--- src/rtl/tick_scheduler.sv ---
// Game time base: programmable base divider plus NUM_CH per-object channel dividers under a run/pause/stop FSM.
// Pulses are registered (1-cycle latency from the wrap decision); no backpressure, config writes land on the strobe edge.
module tick_scheduler #(
    parameter int          NUM_CH         = 4,
    parameter int          DIV_W          = 23,
    parameter int          PERIOD_W       = 8,
    parameter int unsigned DIV_DEFAULT    = 2500000,
    parameter int unsigned PERIOD_DEFAULT = 1
) (
    input  logic              i_Clk,
    input  logic              i_Rst,
    input  logic              i_Start,
    input  logic              i_Pause,
    input  logic              i_Stop,
    input  logic              i_Cfg_Wr,
    input  logic [2:0]        i_Cfg_Addr,
    input  logic [DIV_W-1:0]  i_Cfg_Data,
    output logic              o_Base_Tick,
    output logic [NUM_CH-1:0] o_Fire,
    output logic              o_Running,
    output logic [1:0]        o_State
);

    typedef enum logic [1:0] {
        S_IDLE   = 2'b00,
        S_RUN    = 2'b01,
        S_PAUSED = 2'b10
    } state_t;

    state_t state, state_nxt;

    always_ff @(posedge i_Clk or posedge i_Rst) begin
        if (i_Rst) state <= S_IDLE;
        else       state <= state_nxt;
    end

    // Stop beats Pause beats Start; Pause only means something in RUN.
    always_comb begin
        state_nxt = state;
        case (state)
            S_IDLE:   if (!i_Stop && i_Start) state_nxt = S_RUN;
            S_RUN:    if (i_Stop) state_nxt = S_IDLE;
                      else if (i_Pause) state_nxt = S_PAUSED;
            S_PAUSED: if (i_Stop) state_nxt = S_IDLE;
                      else if (i_Start) state_nxt = S_RUN;
            default:  state_nxt = S_IDLE;
        endcase
    end

    always_comb begin
        o_Running = (state == S_RUN);
        o_State   = state;
    end

    // Counting only happens on edges that begin and end in RUN.
    logic run_go;
    logic clear;
    assign run_go = (state == S_RUN) && (state_nxt == S_RUN);
    assign clear  = (state_nxt == S_IDLE);

    logic [DIV_W-1:0] div_reg;
    logic [DIV_W-1:0] base_cnt;
    logic [DIV_W-1:0] div_new;
    logic [DIV_W-1:0] base_step;
    logic [DIV_W-1:0] base_nxt;
    logic             base_wrap;
    logic             div_wr;

    assign div_wr    = i_Cfg_Wr && (i_Cfg_Addr == 3'd7);
    assign div_new   = div_wr ? i_Cfg_Data : div_reg;
    assign base_wrap = run_go && (base_cnt == div_reg);

    // Tick decision uses the old divide; the clamp checks the next count against the new one.
    always_comb begin
        base_step = base_cnt;
        if (base_wrap)   base_step = '0;
        else if (run_go) base_step = base_cnt + 1'b1;
        base_nxt = base_step;
        if (clear || (base_step > div_new)) base_nxt = '0;
    end

    always_ff @(posedge i_Clk or posedge i_Rst) begin
        if (i_Rst) begin
            div_reg     <= DIV_W'(DIV_DEFAULT);
            base_cnt    <= '0;
            o_Base_Tick <= 1'b0;
        end else begin
            div_reg     <= div_new;
            base_cnt    <= base_nxt;
            o_Base_Tick <= base_wrap;
        end
    end

    for (genvar ch = 0; ch < NUM_CH; ch++) begin : g_ch
        logic [PERIOD_W-1:0] period_reg;
        logic [PERIOD_W-1:0] ch_cnt;
        logic [PERIOD_W-1:0] per_new;
        logic [PERIOD_W-1:0] cnt_step;
        logic [PERIOD_W-1:0] cnt_nxt;
        logic                per_wr;
        logic                ch_active;
        logic                fire_hit;
        logic                fire_q;

        assign per_wr    = i_Cfg_Wr && (i_Cfg_Addr == 3'(ch));
        assign per_new   = per_wr ? i_Cfg_Data[PERIOD_W-1:0] : period_reg;
        assign ch_active = base_wrap && (period_reg != '0);
        assign fire_hit  = ch_active && (ch_cnt == period_reg - PERIOD_W'(1));

        always_comb begin
            cnt_step = ch_cnt;
            if (fire_hit)       cnt_step = '0;
            else if (ch_active) cnt_step = ch_cnt + 1'b1;
            cnt_nxt = cnt_step;
            if (clear || (cnt_step >= per_new)) cnt_nxt = '0;
        end

        always_ff @(posedge i_Clk or posedge i_Rst) begin
            if (i_Rst) begin
                period_reg <= PERIOD_W'(PERIOD_DEFAULT);
                ch_cnt     <= '0;
                fire_q     <= 1'b0;
            end else begin
                period_reg <= per_new;
                ch_cnt     <= cnt_nxt;
                fire_q     <= fire_hit;
            end
        end

        assign o_Fire[ch] = fire_q;
    end

endmodule

--- config.mk ---
export PLATFORM = sky130hd
export DESIGN_NAME = tick_scheduler
export DESIGN_NICKNAME = d
export VERILOG_FILES = /design/src/rtl/tick_scheduler.sv
export SDC_FILE = /design/constraint.sdc
export NUM_CORES = 1
export LEC_CHECK = 0
export ABC_CLOCK_PERIOD_IN_PS = 9690
export BUFFER_PORTS_ARGS = -buffer_cell sky130_fd_sc_hd__buf_2
export CAP_MARGIN = 5
export CORE_MARGIN = 4
export CORE_UTILIZATION = 30
export DETAILED_ROUTE_END_ITERATION = 7
export PLACE_DENSITY = 0.49
export SYNTH_ARGS = -nofsm -noshare
export SYNTH_HDL_FRONTEND = slang
export SYNTH_SLANG_ARGS = --single-unit
export TNS_END_PERCENT = 10
--- constraint.sdc ---
create_clock -name i_Clk -period 9.69 [get_ports i_Clk]
set_clock_uncertainty 0.2 [all_clocks]
set_input_delay 0.4845 -clock i_Clk [delete_from_list [all_inputs] [get_ports i_Clk]]
set_output_delay 0.4845 -clock i_Clk [all_outputs]
set_load 0.05 [all_outputs]
==> results of run 1 <==
## kinds of logic after synthesis
| kind of cell | after synthesis |
|---|---|
| fa+ha+maj | 68 |
| mux | 62 |
| simple gates | 303 |
| flops | 117 |
| buf+inv | 95 |
| xor+xnor | 88 |
| compound gates | 128 |
## cells in the final DEF, fill, tap and decap left out, types with 4 or more instances in the layout
master and instances:
dfrtp_1 105, buf_4 11, o21ai_1 5, nand4_1 12, dfstp_2 12, nand3_1 21, a211oi_1 11, a21oi_1 30
buf_2 39, nand3b_1 9, a21o_1 8, xnor2_1 32, ha_1 68, nand2b_1 7, nor3_1 35, o211ai_1 6
nand2_1 45, nor4b_1 6, nor2_1 62, or4_1 6, nor4_1 9, nor2b_1 40, inv_1 66, a22o_1 15
xor2_1 56, clkbuf_16 17, and3_1 23, or3_1 4, mux2i_1 59, clkbuf_8 4, o21ai_0 34
## cell type report
type,instances,area share
timing repair buffer,50,0.02983
inverter,67,0.02727
sequential,117,0.3160
clock buffer,21,0.05159
multi-input combinational,649,0.5143
clock inverter,11,0.01599
tap,335,0.04501
## where the power goes
group          switching (mW)  leakage [nW]  internal, mW
Clock                   0.241         0.301         0.432
Sequential             0.0648          1.51         0.548
Combinational           0.190          2.72         0.141
## per-stage QoR
stage	power [mW]	hold slack [ns]	instances	setup WS, ns	area (um^2)
3_5_place_dp	0.9558	0.3363	1218	4.409	8683
6_report	1.617	0.08195	1250	4.615	9313
5_1_grt	1.714	0.09514	1250	4.317	9313
4_1_cts	1.640	0.08144	1250	4.576	9313
3_3_place_gp	0.9542	0.3370	1218	4.437	8683
2_1_floorplan	0.8584	0.3019	861	5.538	8095
## worst paths after layout
path	start	depth (start not counted)	endpoint	slack [ns]
setup / recovery	base_cnt[15]	14	g_ch[2].ch_cnt[3]	4.62
hold / removal	i_Rst	2	g_ch[3].period_reg[2]	0.08
setup reg to reg	base_cnt[15]	14	g_ch[2].ch_cnt[3]	4.62
hold reg to reg	div_reg[12]	2	div_reg[12]	0.34
max in group asynchronous	i_Rst	3	base_cnt[9]	8.03
min in group i_Clk	i_Stop	2	o_State[1]	0.10
## worst max-delay path: stages, from the launching register on
cell	delay, ns
dfrtp_1	0.42
xor2_1	0.17
nor4_1	0.68
nand4_1	0.45
or2_0	0.59
nor3_1	0.59
mux2i_1	0.20
ha_1	0.30
nand2b_1	0.14
a21o_1	0.18
a21oi_1	0.17
o21ai_0	0.13
a21o_1	0.19
a211o_1	0.41
a21oi_1	0.17
## synthesized netlist by cell type, types with 7 or more instances
cell / instances / area [um^2]
nor3_1: 36 / 180.2
o21ai_0: 34 / 170.2
a21o_1: 8 / 60.06
mux2i_1: 59 / 590.6
a21oi_1: 30 / 150.1
nor2b_1: 40 / 250.2
inv_1: 67 / 251.5
nor2_1: 62 / 232.7
nand4_1: 12 / 75.07
xor2_1: 56 / 490.5
clkbuf_1: 17 / 63.81
nand2b_1: 7 / 43.79
ha_1: 68 / 850.8
a22o_1: 15 / 131.4
nor4_1: 9 / 56.30
nand3b_1: 9 / 67.56
xnor2_1: 32 / 280.3
and3_1: 23 / 143.9
a211oi_1: 11 / 82.58
nand2_1: 45 / 168.9
nand3_1: 21 / 105.1
dfstp_2: 12 / 315.3
dfrtp_1: 105 / 2628
## layer usage
layer	share of wire	wire [um]
met1	0.51	10320
met2	0.46	9282
met3	0.029	593
met4	0.0087	178
met5	0	0
==> metrics.txt, run 1 <==
met2 usage=0.2287; Lkg Pwr=4.531 nW; yosys warns=0; adder-cell share of the synthesized area=0.1051; Avg Cell Area, Syn=9.402 um^2; Worst EP required=9.84 ns; Starting Density=0.3080; setup tns final=0 ns; synthesized flop and latch total=117; final hold vios=0; CP Capture Type=flop; fin crit share=0.5237; max-cap violation count=0; multi-input logic area=0.004790 mm^2; clock net sink count=117; CTS clk-pin slew, worst paths=0.06 ns; width of the die=172.3 um; RePlAce Congestion=0.7630; area grow syn2layout=15.04%; outcome=finished, final reports clean; gr busiest metal=met2; HPWL Detailed=15,180 um; total clock buffers created by CTS=17; Antenna Nets Post-Route=0; routed vias/inst=4.901; CTS resizes=0; Synth Area in XOR/XNOR=0.09521; multiplexer share of the synthesized area=0.07713; drt total wl=20,380 um; syn nets=961; core area=0.02628 mm^2; simple-gate share of the synthesized area=0.2085; Power Density=173.6 mW/mm^2; endpoints failing setup=0; top_reg_cell synth=dfrtp_1; nets=1,002; largest net degree at the start of global routing=71; WP data arrival=5.22 ns; # IOs=40; complex-gate fraction of the synthesized area=0.1045; first-pass GRT wire length=33,300 um; htree depth=4; CTS Buffer Depth=2; Unique masters post-synth=59; largest family of logic cells by synthesized area=simple AND/OR/NAND/NOR gates; DR iter-0 viols=368; synthesized cell area=0.008095 mm^2; Final Critical Period=5.075 ns; fmax=197.1 MHz; layout cells sized above 1=0.1224; Slew @ Worst Pin=0.9425 ns; Finished Core Util=0.3544; critical path fanouts, max=8; unrepaired setup endpoints after global routing=false; die height=172.3 um; die footprint=0.02968 mm^2; Post-route DRC=0; Global Route Usage Sum=0.1432; EDFF count, synth=0; DR WL/cell=16.30 um; gr ovfl total=0; HP Class=in -> async; Mapped Cells=861; M1 GR Usage=0.2025; clk_lat worst skew=0.42 ns; Port-buffer cells=39; Max Slew Vio Count=0; Seq/Total Area, Yosys=0.3635; Rel. slew slack=0.3674; total number of vias=6,126; hold_buf cts=0; Startpoint Class=flop; worst setup path category=reg -> reg; CTS tree=done; FF/Latch Area=0.002943 mm^2; row cnt=59; drt first pass iters=5; Filler Cell Count=2,690; Peak supply drop=0.09385 mV; # diodes=0; met3 Use GR=0.02561; setup bufs post-CTS=0; antenna violations before repair=0; FFs w/ async S/R, synth=1.000; vias in the first global route=6,167; CTS Root Cell=clkbuf_16
No activity file was read; power rests on OpenSTA's default activity.
==> run 2, diff against run 1 <==
--- a/config.mk
+++ b/config.mk
@@ -5,13 +5,13 @@
 export SDC_FILE = /design/constraint.sdc
 export NUM_CORES = 1
 export LEC_CHECK = 0
-export ABC_CLOCK_PERIOD_IN_PS = 9690
+export ABC_CLOCK_PERIOD_IN_PS = 4500
 export BUFFER_PORTS_ARGS = -buffer_cell sky130_fd_sc_hd__buf_2
 export CAP_MARGIN = 5
 export CORE_MARGIN = 4
 export CORE_UTILIZATION = 30
 export DETAILED_ROUTE_END_ITERATION = 7
-export PLACE_DENSITY = 0.49
+export PLACE_DENSITY = 0.5
 export SYNTH_ARGS = -nofsm -noshare
 export SYNTH_HDL_FRONTEND = slang
 export SYNTH_SLANG_ARGS = --single-unit
==> constraint.sdc (replaced) <==
create_clock -name i_Clk -period 4.5 [get_ports i_Clk]
set_clock_uncertainty 0.2 [all_clocks]
set_input_delay 0.225 -clock i_Clk [delete_from_list [all_inputs] [get_ports i_Clk]]
set_output_delay 0.225 -clock i_Clk [all_outputs]
set_load 0.05 [all_outputs]
==> metrics.txt, run 2 (synthesis results as in run 1) <==
Psw=1.050 mW (+110%); endpoints failing setup=0 (unchanged); max-cap violation count=0 (unchanged); Rel. slew slack=0.4126 (+0.04517); hold slack=0.01701 ns (-0.06494 ns); Max Slew Vio Count=0 (unchanged); Global Route Usage Sum=0.1463 (+0.003117); clock group share of total power=0.393 (-0.023); die footprint=0.02968 mm^2 (unchanged); total clock buffers created by CTS=17 (unchanged); gr ovfl total=0 (unchanged); setup tns final=0 ns (unchanged); drt total wl=20,880 um (+2.4%); Power Density=351.5 mW/mm^2 (+100%); # IOs=40 (unchanged); # diodes=0 (unchanged); critical path fanouts, max=8 (unchanged); Final Critical Period=4.255 ns (-0.8199 ns); outcome=finished, final reports clean; Antenna Nets Post-Route=0 (unchanged); Worst EP required=4.64 ns (-5.20 ns); Lkg Pwr=4.724 nW (+4.3%); fmax=235.0 MHz (+19%); worst setup path category=reg -> reg; CTS tree=done; Starting Density=0.3080 (unchanged); nets=1,047 (+4.5%); HP Class=in -> reg; largest net degree at the start of global routing=66 (-7.0%); Slew @ Worst Pin=0.8811 ns (-0.06142 ns); RePlAce Congestion=0.8049 (+5.5%); first-pass GRT wire length=34,060 um (+2.3%); unrepaired setup endpoints after global routing=false; width of the die=172.3 um (unchanged); setup bufs post-CTS=0 (unchanged); most frequent cells in the layout=105 x dfrtp_1, 68 x ha_1, 66 x inv_1; Design Area, Final=0.009681 mm^2 (+3.9%); vias in the first global route=6,413 (+4.0%); htree depth=4 (unchanged); layout cells sized above 1=0.1427 (+0.02030); Peak supply drop=0.1962 mV (+110%); Reg2Reg Setup Slack=0.25 ns (-4.37 ns); final hold vios=0 (unchanged); clk_lat worst skew=0.42 ns (about the same); DR iter-0 viols=299 (-19%); Logic pwr share=0.220 (+0.016); fin crit share=0.9455 (+0.4218); Internal=2.353 mW (+110%); CP Capture Type=flop; CTS Buffer Depth=2 (unchanged); Post-route DRC=0 (unchanged); most common cell after layout, fill and taps aside=dfrtp_1; DR WL/cell=16.12 um (-1.1%); HPWL Detailed=15,350 um (+1.1%); Startpoint Class=flop; Switching Share=0.3085 (+0.002076); WP data arrival=4.39 ns (-0.83 ns); core area=0.02628 mm^2 (unchanged); row cnt=59 (unchanged); Cell Area, Placed=0.008876 mm^2 (+2.2%); Port-buffer cells=39 (unchanged); clock net sink count=117 (unchanged); total number of vias=6,407 (+4.6%); CTS clk-pin slew, worst paths=0.06 ns (about the same); antenna violations before repair=0 (unchanged); drt first pass iters=4 (-1); Filler Cell Count=2,673 (-0.63%); power share of the sequential group=0.387 (+0.008); routed vias/inst=4.947 (+0.95%); die height=172.3 um (unchanged); area grow syn2layout=19.58%; CTS Root Cell=clkbuf_16
==> run 2: cell types whose count changed in the layout (fill, tap and decap cells not counted), sizes merged <==
cell / change
dlygate4sd3: +21
bufinv: -1
clkbuf: +2
clkinvlp: -1
buf: +24
==> run 2: area by class of cell <==
class                           instances  area, um^2  area share
Clock inverter                          9       103.9     0.01073
Multi-Input combinational cell        649        4812      0.4971
Timing Repair Buffer                   95       680.7     0.07031
Tap cell                              335       419.2     0.04330
Clock buffer                           23       467.9     0.04834
Sequential cell                       117        2943      0.3040
Inverter                               67       254.0     0.02624
==> run 2: what timing repair did <==
item,CTS,global route
endpoints found under the hold margin,76,0
gates resized for setup,0,5
hold buffers,21,0
endpoints found under the setup margin,0,24
==> run 2: worst max-delay path, cell delays in order, from the launching register on <==
cell     delay (ns)
dfstp_2        0.59
inv_1          0.08
ha_1           0.30
xnor2_1        0.13
a211o_1        0.27
a211o_1        0.29
nor4_2         0.21
buf_4          0.20
nor3b_2        0.06
buf_4          0.14
a22o_1         0.22
ha_1           0.27
o21ai_0        0.07
a21oi_1        0.05
o21ai_0        0.22
a21oi_1        0.12
or4_4          0.59
nor2b_1        0.15
==> run 2: final timing paths <==
path / start / end / cells after the start
max in group asynchronous: i_Rst / div_reg[21] / 4
setup reg to reg: g_ch[1].period_reg[0] / g_ch[1].ch_cnt[5] / 17
hold reg to reg: div_reg[11] / div_reg[11] / 2
hold / removal: i_Cfg_Data[4] / div_reg[4] / 3
min in group asynchronous: i_Rst / g_ch[3].ch_cnt[0] / 3
setup / recovery: g_ch[1].period_reg[0] / g_ch[1].ch_cnt[5] / 17
==> run 2: metrics by stage <==
stage / instances / power, mW / worst slack (ns) / utilization
global placement: 1242 / 2.064 / 0.1069 / 0.3377
finish: 1295 / 3.403 / 0.2451 / 0.3684
global route: 1295 / 3.614 / 0.008955 / 0.3684
floorplan: 861 / 1.848 / 0.3482 / -
detailed placement: 1242 / 2.069 / 0.1323 / 0.3377
CTS: 1295 / 3.443 / 0.08375 / 0.3675
==> run 2: power groups by stage <==
| stage | logic, mW | registers, mW | clock network (mW) |
|---|---|---|---|
| floorplan | 0.562 | 1.29 | 0 |
| global placement | 0.732 | 1.33 | 0 |
| detailed placement | 0.736 | 1.33 | 0 |
| CTS | 0.756 | 1.32 | 1.37 |
| global route | 0.858 | 1.34 | 1.42 |
| finish | 0.750 | 1.32 | 1.34 |
==> run 2: routing by layer <==
metal,part of all wire,GRT usage,routed length [um],vias to the layer above
met5,0,0,0,-
met4,0.012,0.03657,245,0
met3,0.030,0.02652,632,20
met2,0.45,0.2287,9369,110
met1,0.51,0.2099,10630,3072
li1,-,-,-,3205
==> run 3, diff against run 2 <==
--- a/config.mk
+++ b/config.mk
@@ -7,7 +7,8 @@
 export LEC_CHECK = 0
 export ABC_CLOCK_PERIOD_IN_PS = 4500
 export BUFFER_PORTS_ARGS = -buffer_cell sky130_fd_sc_hd__buf_2
-export CAP_MARGIN = 5
+export CAP_MARGIN = 20
+export CORE_ASPECT_RATIO = 0.75
 export CORE_MARGIN = 4
 export CORE_UTILIZATION = 30
 export DETAILED_ROUTE_END_ITERATION = 7
==> metrics.txt, run 3 (synthesis results as in run 1) <==
outcome=finished, final reports clean; Peak supply drop=0.2876 mV (+47%); total number of vias=6,394 (-0.20%); post-route insts no fill=1,301 (+0.46%); Port-buffer cells=39 (unchanged); htree depth=4 (unchanged); Power Density=366.8 mW/mm^2 (+4.3%); CP Capture Type=flop; vias in the first global route=6,469 (+0.87%); Starting Density=0.3079 (about the same); gr ovfl total=0 (unchanged); endpoints failing setup=0 (unchanged); most common cell after layout, fill and taps aside=dfrtp_1; most frequent cells in the layout=105 x dfrtp_1, 68 x ha_1, 66 x inv_1; Antenna Nets Post-Route=0 (unchanged); largest net degree at the start of global routing=47 (-29%); area grow syn2layout=20.23%; Critical Path Start=g_ch[3].period_reg[5]; Worst EP required=4.64 ns (about the same); Lkg Pwr=4.736 nW (+0.25%); unrepaired setup endpoints after global routing=false; Critical Path Sink=g_ch[3].ch_cnt[5]; CTS Buffer Depth=2 (unchanged); Final Critical Period=4.210 ns (-0.04530 ns); clock net sink count=117 (unchanged); setup tns final=0 ns (unchanged); total clock buffers created by CTS=17 (unchanged); width of the die=197.7 um (+15%); WP data arrival=4.35 ns (-0.04 ns); Reg2Reg Setup Slack=0.29 ns (+0.05 ns); fmax=237.6 MHz (+1.1%); worst hold stages=3 (unchanged); first-pass GRT wire length=35,620 um (+4.6%); reg2reg path depth=14 (-3); critical path fanouts, max=8 (unchanged); row cnt=51 (-14%); dpl cells=1,249 (+0.56%); HP Class=in -> reg; fin crit share=0.9355 (-0.01007); worst flop-to-flop path startpoint=g_ch[3].period_reg[5]; DR WL/cell=16.52 um (+2.5%); nets=1,044 (-0.29%); Worst R2R End=g_ch[3].ch_cnt[5]; RePlAce Congestion=0.8450 (+5.0%); drt first pass iters=5 (+1); CTS clk-pin slew, worst paths=0.06 ns (about the same); max-cap violation count=0 (unchanged); Rel. slew slack=0.5764 (+0.1638); drt total wl=21,490 um (+2.9%); Slew @ Worst Pin=0.6266 ns (-0.2546 ns); core area=0.02629 mm^2 (about the same); Post-route DRC=0 (unchanged); clk_lat worst skew=0.43 ns (about the same); DR iter-0 viols=344 (+15%); CTS Root Cell=clkbuf_16; routed vias/inst=4.915 (-0.66%); antenna violations before repair=0 (unchanged); final hold vios=0 (unchanged); layout cells sized above 1=0.1442 (+0.001492); die height=150.3 um (-13%); Startpoint Class=flop; # IOs=40 (unchanged); hold wc startpoint=i_Cfg_Data[4]; worst setup path category=reg -> reg; Max Slew Vio Count=0 (unchanged); # diodes=0 (unchanged); die footprint=0.02970 mm^2 (about the same); HPWL Detailed=16,030 um (+4.4%); Global Route Usage Sum=0.1525 (+0.006176); CTS tree=done
run 3: final cells by class:
type                            count  area [um^2]
Clock inverter                     12        176.4
Tap cell                          344        430.4
Timing Repair Buffer               92        655.6
Sequential cell                   117         2943
Inverter                           67        254.0
Clock buffer                       20        466.7
Fill cell                        2723        16560
Multi-Input combinational cell    649         4807
run 3: layer usage:
layer / global-route usage / up-vias / share of wire
met2: 0.2210 / 88 / 0.42
met1: 0.2316 / 3073 / 0.55
met4: 0.04886 / 0 / 0.013
li1: - / 3212 / -
met3: 0.02304 / 21 / 0.025
met5: 0 / - / 0
run 3: how the worst min path moves through the flow:
stage	slack, ns	endpoint
2_1_floorplan	0.09	o_State[0]
3_3_place_gp	0.12	div_reg[19]
3_5_place_dp	0.12	div_reg[19]
4_1_cts	0.003	div_reg[2]
5_1_grt	0.01	g_ch[1].period_reg[0]
6_report	0.006	div_reg[4]
run 3: worst max-delay path, cell delays in order, from the launching register on:
cell and delay (ns):
dfrtp_1 0.40, or4_1 0.58, or4b_1 0.52, a211oi_1 0.24, nor4b_4 0.26, nor3_2 0.06, buf_4 0.19, mux2i_1 0.18
ha_1 0.27, nor2_1 0.09, a21oi_1 0.07, o21ai_0 0.16, a21oi_1 0.08, or4_1 0.64, a21oi_1 0.19
run 3: power by group:
part	switching, mW	internal [mW]	total [mW]
Clock	0.538	0.969	1.51
Combinational	0.422	0.323	0.745
Sequential	0.138	1.18	1.32
run 3: repair_timing:
item | CTS | global route
hold buffers | 20 | 0
buffers inserted | 0 | 0
setup endpoints to repair | 0 | 24
hold endpoints to repair | 48 | 0
gates resized for setup | 0 | 5
run 3: metrics by stage:
step | area [um^2] | power, mW | worst slack [ns] | hold WS, ns | utilization
detailed placement | 8872 | 2.062 | 0.2328 | 0.1159 | 0.3375
CTS | 9716 | 3.599 | 0.1519 | 0.003353 | 0.3696
global route | 9733 | 3.768 | 0.002663 | 0.01315 | 0.3702
floorplan | 8095 | 1.848 | 0.3482 | 0.09141 | -
global placement | 8872 | 2.061 | 0.3157 | 0.1186 | 0.3375
finish | 9733 | 3.570 | 0.2904 | 0.005883 | 0.3702
